--- src/rtl/capture_pkg.sv ---
// Shared types and defaults for the OV7670 capture front end.
package capture_pkg;

  typedef enum logic {
    ST_IDLE   = 1'b0,
    ST_ACTIVE = 1'b1
  } state_e;

  localparam int DEF_WIDTH  = 640;
  localparam int DEF_HEIGHT = 480;
  localparam int DEF_ADDR_W = 19;

  typedef logic [15:0] rgb565_t;

  // The camera sends the high byte of each pixel first.
  function automatic rgb565_t pack_rgb565(input logic [7:0] hi, input logic [7:0] lo);
    return {hi, lo};
  endfunction

endpackage

--- src/rtl/capture_edge_det.sv ---
// Registers one level signal and reports its rising and falling edges.
module capture_edge_det (
  input  logic pclk,
  input  logic rst,
  input  logic d,
  output logic rise,
  output logic fall
);

  logic prev_q;

  always_ff @(posedge pclk) begin
    if (rst) begin
      prev_q <= 1'b0;
    end else begin
      prev_q <= d;
    end
  end

  assign rise = d & ~prev_q;
  assign fall = ~d & prev_q;

endmodule

--- src/rtl/ov7670_capture.sv ---
// OV7670 byte-stream to RGB565 frame-buffer writer with line/frame checks.
// Define CAPTURE_DECIMATE_EN to keep only even-x/even-y pixels with a compact address range.
module ov7670_capture
  import capture_pkg::*;
#(
  parameter int WIDTH  = DEF_WIDTH,
  parameter int HEIGHT = DEF_HEIGHT,
  parameter int ADDR_W = DEF_ADDR_W
) (
  input  logic              pclk,
  input  logic              rst,
  input  logic              vsync,
  input  logic              href,
  input  logic [7:0]        din,
  output logic [15:0]       pixel,
  output logic [ADDR_W-1:0] addr,
  output logic              we,
  output logic              frame_done,
  output logic              frame_err
);

  localparam int XW = $clog2(WIDTH + 1);
  localparam int YW = $clog2(HEIGHT + 1);
  localparam logic [XW-1:0] WIDTH_X  = XW'(WIDTH);
  localparam logic [YW-1:0] HEIGHT_Y = YW'(HEIGHT);

  logic       vsync_q;
  logic       href_q;
  logic [7:0] din_q;

  always_ff @(posedge pclk) begin
    if (rst) begin
      vsync_q <= 1'b0;
      href_q  <= 1'b0;
      din_q   <= 8'h00;
    end else begin
      vsync_q <= vsync;
      href_q  <= href;
      din_q   <= din;
    end
  end

  logic vs_rise, vs_fall, hs_rise, hs_fall;

  capture_edge_det u_vsync_edge (
    .pclk (pclk),
    .rst  (rst),
    .d    (vsync_q),
    .rise (vs_rise),
    .fall (vs_fall)
  );

  capture_edge_det u_href_edge (
    .pclk (pclk),
    .rst  (rst),
    .d    (href_q),
    .rise (hs_rise),
    .fall (hs_fall)
  );

  state_e            state_q;
  logic [XW-1:0]     x_q;
  logic [YW-1:0]     y_q;
  logic              phase_q;
  logic              err_q;
  logic [7:0]        hi_q;
  rgb565_t           pixel_q;
  logic [ADDR_W-1:0] addr_q;
  logic              we_q;
  logic              done_q;
  logic              ferr_q;

  logic          phase_d;
  logic          in_range;
  logic          keep;
  logic          line_err;
  logic [YW-1:0] y_d;
  logic [YW-1:0] y_end;
  logic          end_err;

  always_comb begin
    // A fresh line always begins on the high byte.
    phase_d  = hs_rise ? 1'b0 : phase_q;
    in_range = (x_q < WIDTH_X) && (y_q < HEIGHT_Y);
`ifdef CAPTURE_DECIMATE_EN
    keep     = in_range & ~x_q[0] & ~y_q[0];
`else
    keep     = in_range;
`endif
    line_err = (x_q != WIDTH_X) | phase_q;
    y_d      = (y_q == HEIGHT_Y) ? y_q : y_q + 1'b1;
    y_end    = hs_fall ? y_d : y_q;
    // Line-end check folds in before the frame check; href still high means an aborted line.
    end_err  = err_q | (hs_fall & line_err) | href_q | (y_end != HEIGHT_Y);
  end

  always_ff @(posedge pclk) begin
    if (rst) begin
      state_q <= ST_IDLE;
      x_q     <= '0;
      y_q     <= '0;
      phase_q <= 1'b0;
      err_q   <= 1'b0;
      hi_q    <= 8'h00;
      pixel_q <= '0;
      addr_q  <= '0;
      we_q    <= 1'b0;
      done_q  <= 1'b0;
      ferr_q  <= 1'b0;
    end else begin
      we_q   <= 1'b0;
      done_q <= 1'b0;
      ferr_q <= 1'b0;
      if (we_q) begin
        addr_q <= addr_q + 1'b1;
      end
      case (state_q)
        ST_IDLE: begin
          if (vs_fall) begin
            state_q <= ST_ACTIVE;
            x_q     <= '0;
            y_q     <= '0;
            addr_q  <= '0;
            phase_q <= 1'b0;
            err_q   <= 1'b0;
          end
        end
        ST_ACTIVE: begin
          if (vs_rise) begin
            done_q  <= 1'b1;
            ferr_q  <= end_err;
            state_q <= ST_IDLE;
          end else if (hs_fall) begin
            if (line_err) begin
              err_q <= 1'b1;
            end
            x_q     <= '0;
            phase_q <= 1'b0;
            y_q     <= y_d;
          end else if (href_q) begin
            phase_q <= ~phase_d;
            if (!phase_d) begin
              hi_q <= din_q;
            end else if (in_range) begin
              x_q <= x_q + 1'b1;
              if (keep) begin
                we_q    <= 1'b1;
                pixel_q <= pack_rgb565(hi_q, din_q);
              end
            end else begin
              err_q <= 1'b1;
            end
          end
        end
        default: state_q <= ST_IDLE;
      endcase
    end
  end

  assign pixel      = pixel_q;
  assign addr       = addr_q;
  assign we         = we_q;
  assign frame_done = done_q;
  assign frame_err  = ferr_q;

endmodule

--- config.mk ---
export PLATFORM = sky130hd
export DESIGN_NAME = ov7670_capture
export DESIGN_NICKNAME = d
export VERILOG_FILES = /design/src/rtl/capture_pkg.sv /design/src/rtl/capture_edge_det.sv /design/src/rtl/ov7670_capture.sv
export SDC_FILE = /design/constraint.sdc
export NUM_CORES = 1
export LEC_CHECK = 0
export CORE_MARGIN = 4
export CORE_UTILIZATION = 45
export CTS_CLUSTER_SIZE = 10
export DETAILED_ROUTE_END_ITERATION = 12
export GPL_ROUTABILITY_DRIVEN = 0
export PLACE_DENSITY = 0.67
export SETUP_SLACK_MARGIN = 0.2
export SYNTH_ARGS = -nofsm -noshare
export SYNTH_HDL_FRONTEND = slang
export SYNTH_SLANG_ARGS = --single-unit
--- constraint.sdc ---
create_clock -name pclk -period 1.98 [get_ports pclk]
set_input_delay 0.594 -clock pclk [delete_from_list [all_inputs] [get_ports pclk]]
set_output_delay 0.594 -clock pclk [all_outputs]
set_load 0.03 [all_outputs]
Word level (Yosys, flattened, before mapping)
Cells that the tools add are included.
{"block": "word_totals", "n_memories": 0, "word_cells": 91, "ram_bits": 0, "latch_bits": 0, "reg_bits": 80, "output_inout_bits": 38, "rom_bits": 0}
{"block": "op_classes", "eq_ne": 10, "add_sub_neg": 3, "n_lt_le_gt_ge": 2, "div_mod_pow": 0, "n_mul": 0, "n_mux": 33, "bitwise": 17, "n_shift": 0, "reduce_logical": 10}
{"cell": "10-bit two-way mux", "count": 6}
{"cell": "19-bit two-way mux", "count": 3}
{"cell": "9-bit two-way mux", "count": 4}
{"cell": "10-bit one-hot mux with 2 select lines", "count": 1}
{"cell": "19-bit by 1-bit adder with 19-bit output, second input constant", "count": 1}
{"cell": "9-bit one-hot mux with 2 select lines", "count": 1}
{"cell": "1-bit two-way mux", "count": 15}
{"cell": "6-bit AND reduction", "count": 2}
{"cell": "10-bit by 1-bit adder with 10-bit output, second input constant", "count": 1}
{"cell": "10-bit < comparator, second input constant", "count": 1}
{"cell": "10-bit inequality test, second input constant", "count": 1}
{"cell": "5-bit AND reduction", "count": 2}
{"cell": "9-bit by 1-bit adder with 9-bit output, second input constant", "count": 1}
{"cell": "9-bit == test, second input constant", "count": 1}
{"cell": "9-bit < comparator, second input constant", "count": 1}
{"cell": "3-bit by 2-bit inequality test with 1-bit output, second input constant", "count": 3}
{"cell": "9-bit inequality test, second input constant", "count": 1}
{"cell": "1-bit NOT", "count": 8}
{"cell": "3-bit inequality test, second input constant", "count": 2}
{"cell": "1-bit one-hot mux with 2 select lines", "count": 3}
{"cell": "6-bit OR reduction", "count": 1}
{"cell": "1-bit bitwise AND", "count": 5}
{"cell": "1-bit OR", "count": 4}
{"cell": "3-bit AND reduction", "count": 1}
{"cell": "6 further kinds", "count": 6}

Logic depth before layout (Yosys ltp)
{"block": "logic_depth", "ltp_word": 8, "ltp_mapped": 8, "mapped_depth_nobuf": 8}

By module
From an unflattened synthesis, not the netlist that was laid out.
{"block": "hier_totals", "cells_unflattened": 380, "area_unflattened_um2": 3445.8}
{"mod": "ov7670_capture", "n_inst": 1, "seq_area_each_um2": 1561.5, "area_each_um2": 3368.2, "cells_per_inst": 372}
{"mod": "capture_edge_det", "n_inst": 2, "seq_area_each_um2": 20.0, "area_each_um2": 38.8, "cells_per_inst": 4}

Least setup slack after synthesis
No wires, ideal clock.
{"block": "synth_path", "path_type": "reg2reg", "from": "register we_q, in the netlist we", "to": "register addr_q[13], in the netlist addr[13]", "stages_incl_launch_ff": 7, "path_buffers": 2, "required_time_ns": 1.910, "setup_ns": 0.070, "t_arrival_ns": 1.843, "synth_period_minus_slack_ns": 1.913, "setup_slack_ns": 0.067, "path_cell_list": "dfxtp_1 clkbuf_1 nand3_1 or3_1 clkbuf_1 or3_1 a21oi_1"}
{"block": "synth_between", "elab_chain_cells": 3}
{"element": "from (decl)", "line_no": "ov7670_capture.sv:69", "text": "logic we_q;"}
{"element": "from (signal assigned)", "line_no": "ov7670_capture.sv:107", "text": "we_q <= 1'b0;"}
{"element": "from (signal assigned)", "line_no": "ov7670_capture.sv:111", "text": "we_q <= 1'b0;"}
{"element": "from (signal assigned)", "line_no": "ov7670_capture.sv:147", "text": "we_q <= 1'b1;"}
{"element": "19-bit two-way mux (*)", "line_no": "ov7670_capture.sv:114", "text": "if (we_q) begin"}
{"element": "19-bit two-way mux", "line_no": "ov7670_capture.sv:119", "text": "if (vs_fall) begin"}
{"element": "19-bit two-way mux (*)", "line_no": "ov7670_capture.sv:117", "text": "case (state_q)"}
{"element": "to (signal assigned)", "line_no": "ov7670_capture.sv:115", "text": "addr_q <= addr_q + 1'b1;"}
{"element": "to (decl)", "line_no": "ov7670_capture.sv:68", "text": "logic [ADDR_W-1:0] addr_q;"}
Every way passes the cells marked *; elsewhere a longest branch is shown, timed or not.
A chain may end at the register's enable or synchronous reset.

Worst setup path after layout
{"block": "layout_path", "from": "register vsync_q", "to": "register x_q[8]"}
{"block": "layout_between", "elab_chain_cells": 4}
{"element": "from (decl)", "line_no": "ov7670_capture.sv:27", "text": "logic vsync_q;"}
{"element": "from (signal assigned)", "line_no": "ov7670_capture.sv:37", "text": "vsync_q <= vsync;"}
{"element": "1-bit NOT", "line_no": "capture_edge_det.sv:21", "text": "assign fall = ~d & prev_q;"}
{"element": "1-bit bitwise AND", "line_no": "capture_edge_det.sv:21"}
{"element": "2-bit by 1-bit inequality test with 1-bit output (no line)"}
{"element": "5-bit AND reduction (no line) (*)"}
{"element": "to (signal assigned)", "line_no": "ov7670_capture.sv:145", "text": "x_q <= x_q + 1'b1;"}
{"element": "to (decl)", "line_no": "ov7670_capture.sv:62", "text": "logic [XW-1:0] x_q;"}
Marked as above.

==> results.toml <==
[synth]
synth_top_area_cell = "dfxtp_1"
yosysWarnings = 0
synth.most_common_cell = "dfxtp_1"
yosys.area_share.simple = 0.268
async_flop_share = 0
synth_top_area_share = 0.476
synth-adder-area-share = 0.0186
synth_cell_type_count = 48
synth_top_family_by_area = "simple AND/OR/NAND/NOR gates"
synth_area_sq_um = 3360
netlist_instances = 389
syn-num-nets = 406
ys_top_cells_by_area = "dfxtp_1, nor2_1, nand2_1"
synth_area_per_cell_sq_um = 8.64
synth-compound-area-share = 0.100
synth_common_cells = "dfxtp_1, nor2_1, nand2_1, a21oi_1"
ys_seq_elements = 80
muxShareOfSynthArea = 0.0331
synth_seq_area_share = 0.476
ys.flop_type = "dfxtp_1"
synth-edff-count = 0
yosys.area_share.xor_xnor = 0.0677

[layout]
final.fill_count = 646
diodes = 0
final_area_sq_um = 4380
drive_gt1_frac = 0.203
instances_no_fill = 558
finalNetCount = 471
area_growth_pct = 30.3
post-route-util = 0.604

[clocking]
cts_made_buffers = 9
clk_pin_slew_ns = 0.09
htreeDepth = 3
cts.sinks = 80
insertion_delay_ns = 0.35
holdBufCountCts = 0
cts_tree = "yes"
cts_buffer_depth = 2
clock-root-buffer = "clkbuf_8"

[die]
rows = 31
initial_core_util = 0.464
core-area_sq_um = 7250
die_area_sq_um = 8920
fp.dieW_microns = 94.4
io_pins = 50
die_h_microns = 94.4

[run]
maxCapViolations = 0

[sta]
clock_skew_ns = 0.0137
setup_tns_ns = 0
post-route-min-period_ns = 1.77
final.period_utilization = 0.892
max_slew.worst_pin.slew_ns = 0.408
fmax_ghz = 0.566
setup_viol = 0
drv_slew = 0
max_slew_margin = 0.725
rsz0062_at_grt = "true"
hold_violations = 0

[setup_path]
worst-path-buf-inv = 0
cp-start-kind = "register"
cp_cell_sequence = "nand2b_4, a21boi_4, o32a_4, o21a_4, or4_4, a21oi_2"
cp.required_ns = 2.27
worst_path_largest_cell_delay_ns = 0.51
cp-end-kind = "register"
critical_path_arrival_ns = 2.06
crit_family = "compound AO/OA/AOI/OAI gates"
worstPathMaxFanout = 7
crit_type = "register to register"
critPathSlowestCell = "or4_4"

[route]
vias = 2838
drt_iter0_drc = 126
m1WireLength_mm = 3.52
routed.top_layer = "met4"
routed-wl-met3_microns = 332
postRouteWirelength_mm = 7.26
vias_per_cell = 5.09
wl_per_cell_microns = 13.0
firstDrtPassIters = 4
met2_length_mm = 3.35
antenna_left = 0
drc_errors = 0

[grt]
grt_antenna_before_repair = 0
grt_overflow = 0
grt_usage = 0.168
grt_pass1_vias = 2663
grt_pass1_wl_mm = 12.1
grt_max_degree = 30

[power_and_ir_drop]
internal_power_mw = 2.19
power.static_leakage_nw = 1.71
total_power_mw = 2.90
combPwrFrac = 0.042
clockPowerShare = 0.392
p_switching_mw = 0.707
peakVddDrop_v = 0.000426
share_seq_of_total_power = 0.566
switching_share = 0.244
pwr_density_cell_nw_per_um2 = 661

[placed_design]
portBuffers = 49
dpl.cell_count = 532
dp_hpwl_mm = 4.90
post_dp_cell_area_sq_um = 4030

[hold_path]
min_path_type = "register to register"

[status]
status = "finished, final reports clean"
==> area by class of cell <==
| type | count | area (sq um) | share of cell area |
|---|---|---|---|
| Multi-Input combinational cell | 280 | 1780 | 0.406 |
| Sequential cell | 80 | 1620 | 0.370 |
| Timing Repair Buffer | 73 | 633 | 0.145 |
| Clock buffer | 10 | 138 | 0.0314 |
| Tap cell | 99 | 124 | 0.0283 |
| Clock inverter | 6 | 48.8 | 0.0111 |
| Inverter | 10 | 37.5 | 0.00857 |
==> registers in the layout, indices dropped and copies added, names as in the netlist <==
name / count
pixel: 16
y_q: 9
u_href_edge.prev_q: 1
din_q: 8
addr: 19
frame_done: 1
vsync_q: 1
err_q: 1
we: 1
href_q: 1
x_q: 10
frame_err: 1
hi_q: 8
phase_q: 1
state_q: 1
u_vsync_edge.prev_q: 1
==> power by group through the flow <==
stage	registers (mW)	logic [mW]	clock network, mW
after floorplan	1.67	0.0694	0
after global placement	1.67	0.108	0
after detailed placement	1.68	0.108	0
after CTS	1.64	0.116	1.18
after global routing	1.64	0.133	1.25
final	1.64	0.123	1.13
==> placed cells by master (no fill, tap or decap), types with 3 or more instances in the layout <==
master           count
nand3_1             15
xor2_1              12
xnor2_1             14
clkdlybuf4s15_1      5
dlygate4sd2_1       24
nor2b_1             13
ha_1                 4
and3_1               3
nand2_1             48
inv_1               10
a21oi_1             29
clkdlybuf4s50_1     11
a21oi_2              3
dfxtp_1             66
nand4_1             11
dfxtp_2             13
mux2i_1             10
nor2_1              51
clkbuf_2             7
clkbuf_8            10
nor3_1               7
nand2b_1             3
inv_6                3
o21ai_0              6
buf_4               22
or3_1                5
clkinvlp_4           3
==> layer usage <==
| layer | up-vias | track usage |
|---|---|---|
| li1 | 1453 | - |
| met1 | 1320 | 0.223 |
| met2 | 58 | 0.269 |
| met3 | 7 | 0.0414 |
| met4 | 0 | 0.0554 |
| met5 | - | 0 |
==> worst paths after layout <==
kind | startpoint | end | slack [ns] | cells after the start
setup / recovery | vsync_q$_SDFF_PP0_ | x_q[8]$_SDFFE_PP0P_ | 0.21 | 6
hold / removal | hi_q[6]$_SDFFE_PP0P_ | pixel[14]$_SDFFE_PP0P_ | 0.45 | 2
setup reg to reg | vsync_q$_SDFF_PP0_ | x_q[8]$_SDFFE_PP0P_ | 0.21 | 6
hold reg to reg | hi_q[6]$_SDFFE_PP0P_ | pixel[14]$_SDFFE_PP0P_ | 0.45 | 2
==> per-stage QoR <==
| stage | worst slack (ns) | hold WS (ns) |
|---|---|---|
| global route | 0.158 | 0.470 |
| floorplan | 0.201 | 0.425 |
| detailed placement | 0.102 | 0.445 |
| finish | 0.214 | 0.453 |
| CTS | 0.162 | 0.459 |
| global placement | 0.129 | 0.439 |
==> what timing repair did <==
item                                    in CTS  in global routing
endpoints found under the setup margin      44                 25
setup buffers                                6                  4
gates resized for setup                     54                 47
pin swaps                                    4                 14
==> kinds of logic (layout without fill, tap and decap cells) <==
kind of cell / after synthesis / in the layout
buffers and inverters: 29 / 99
muxes: 11 / 11
xor gates and xnor gates: 26 / 26
and+or+nand+nor: 183 / 183
AOI/OAI and AO/OA: 55 / 55
adders and majority gates: 5 / 5
DFF: 80 / 80
==> worst register-to-register path: stages (launching register included) <==
cell	delay [ns]
dfxtp_2	0.34
nand2b_4	0.16
a21boi_4	0.15
o32a_4	0.20
o21a_4	0.23
or4_4	0.51
a21oi_2	0.13
No activity file was read; power rests on OpenSTA's default activity.
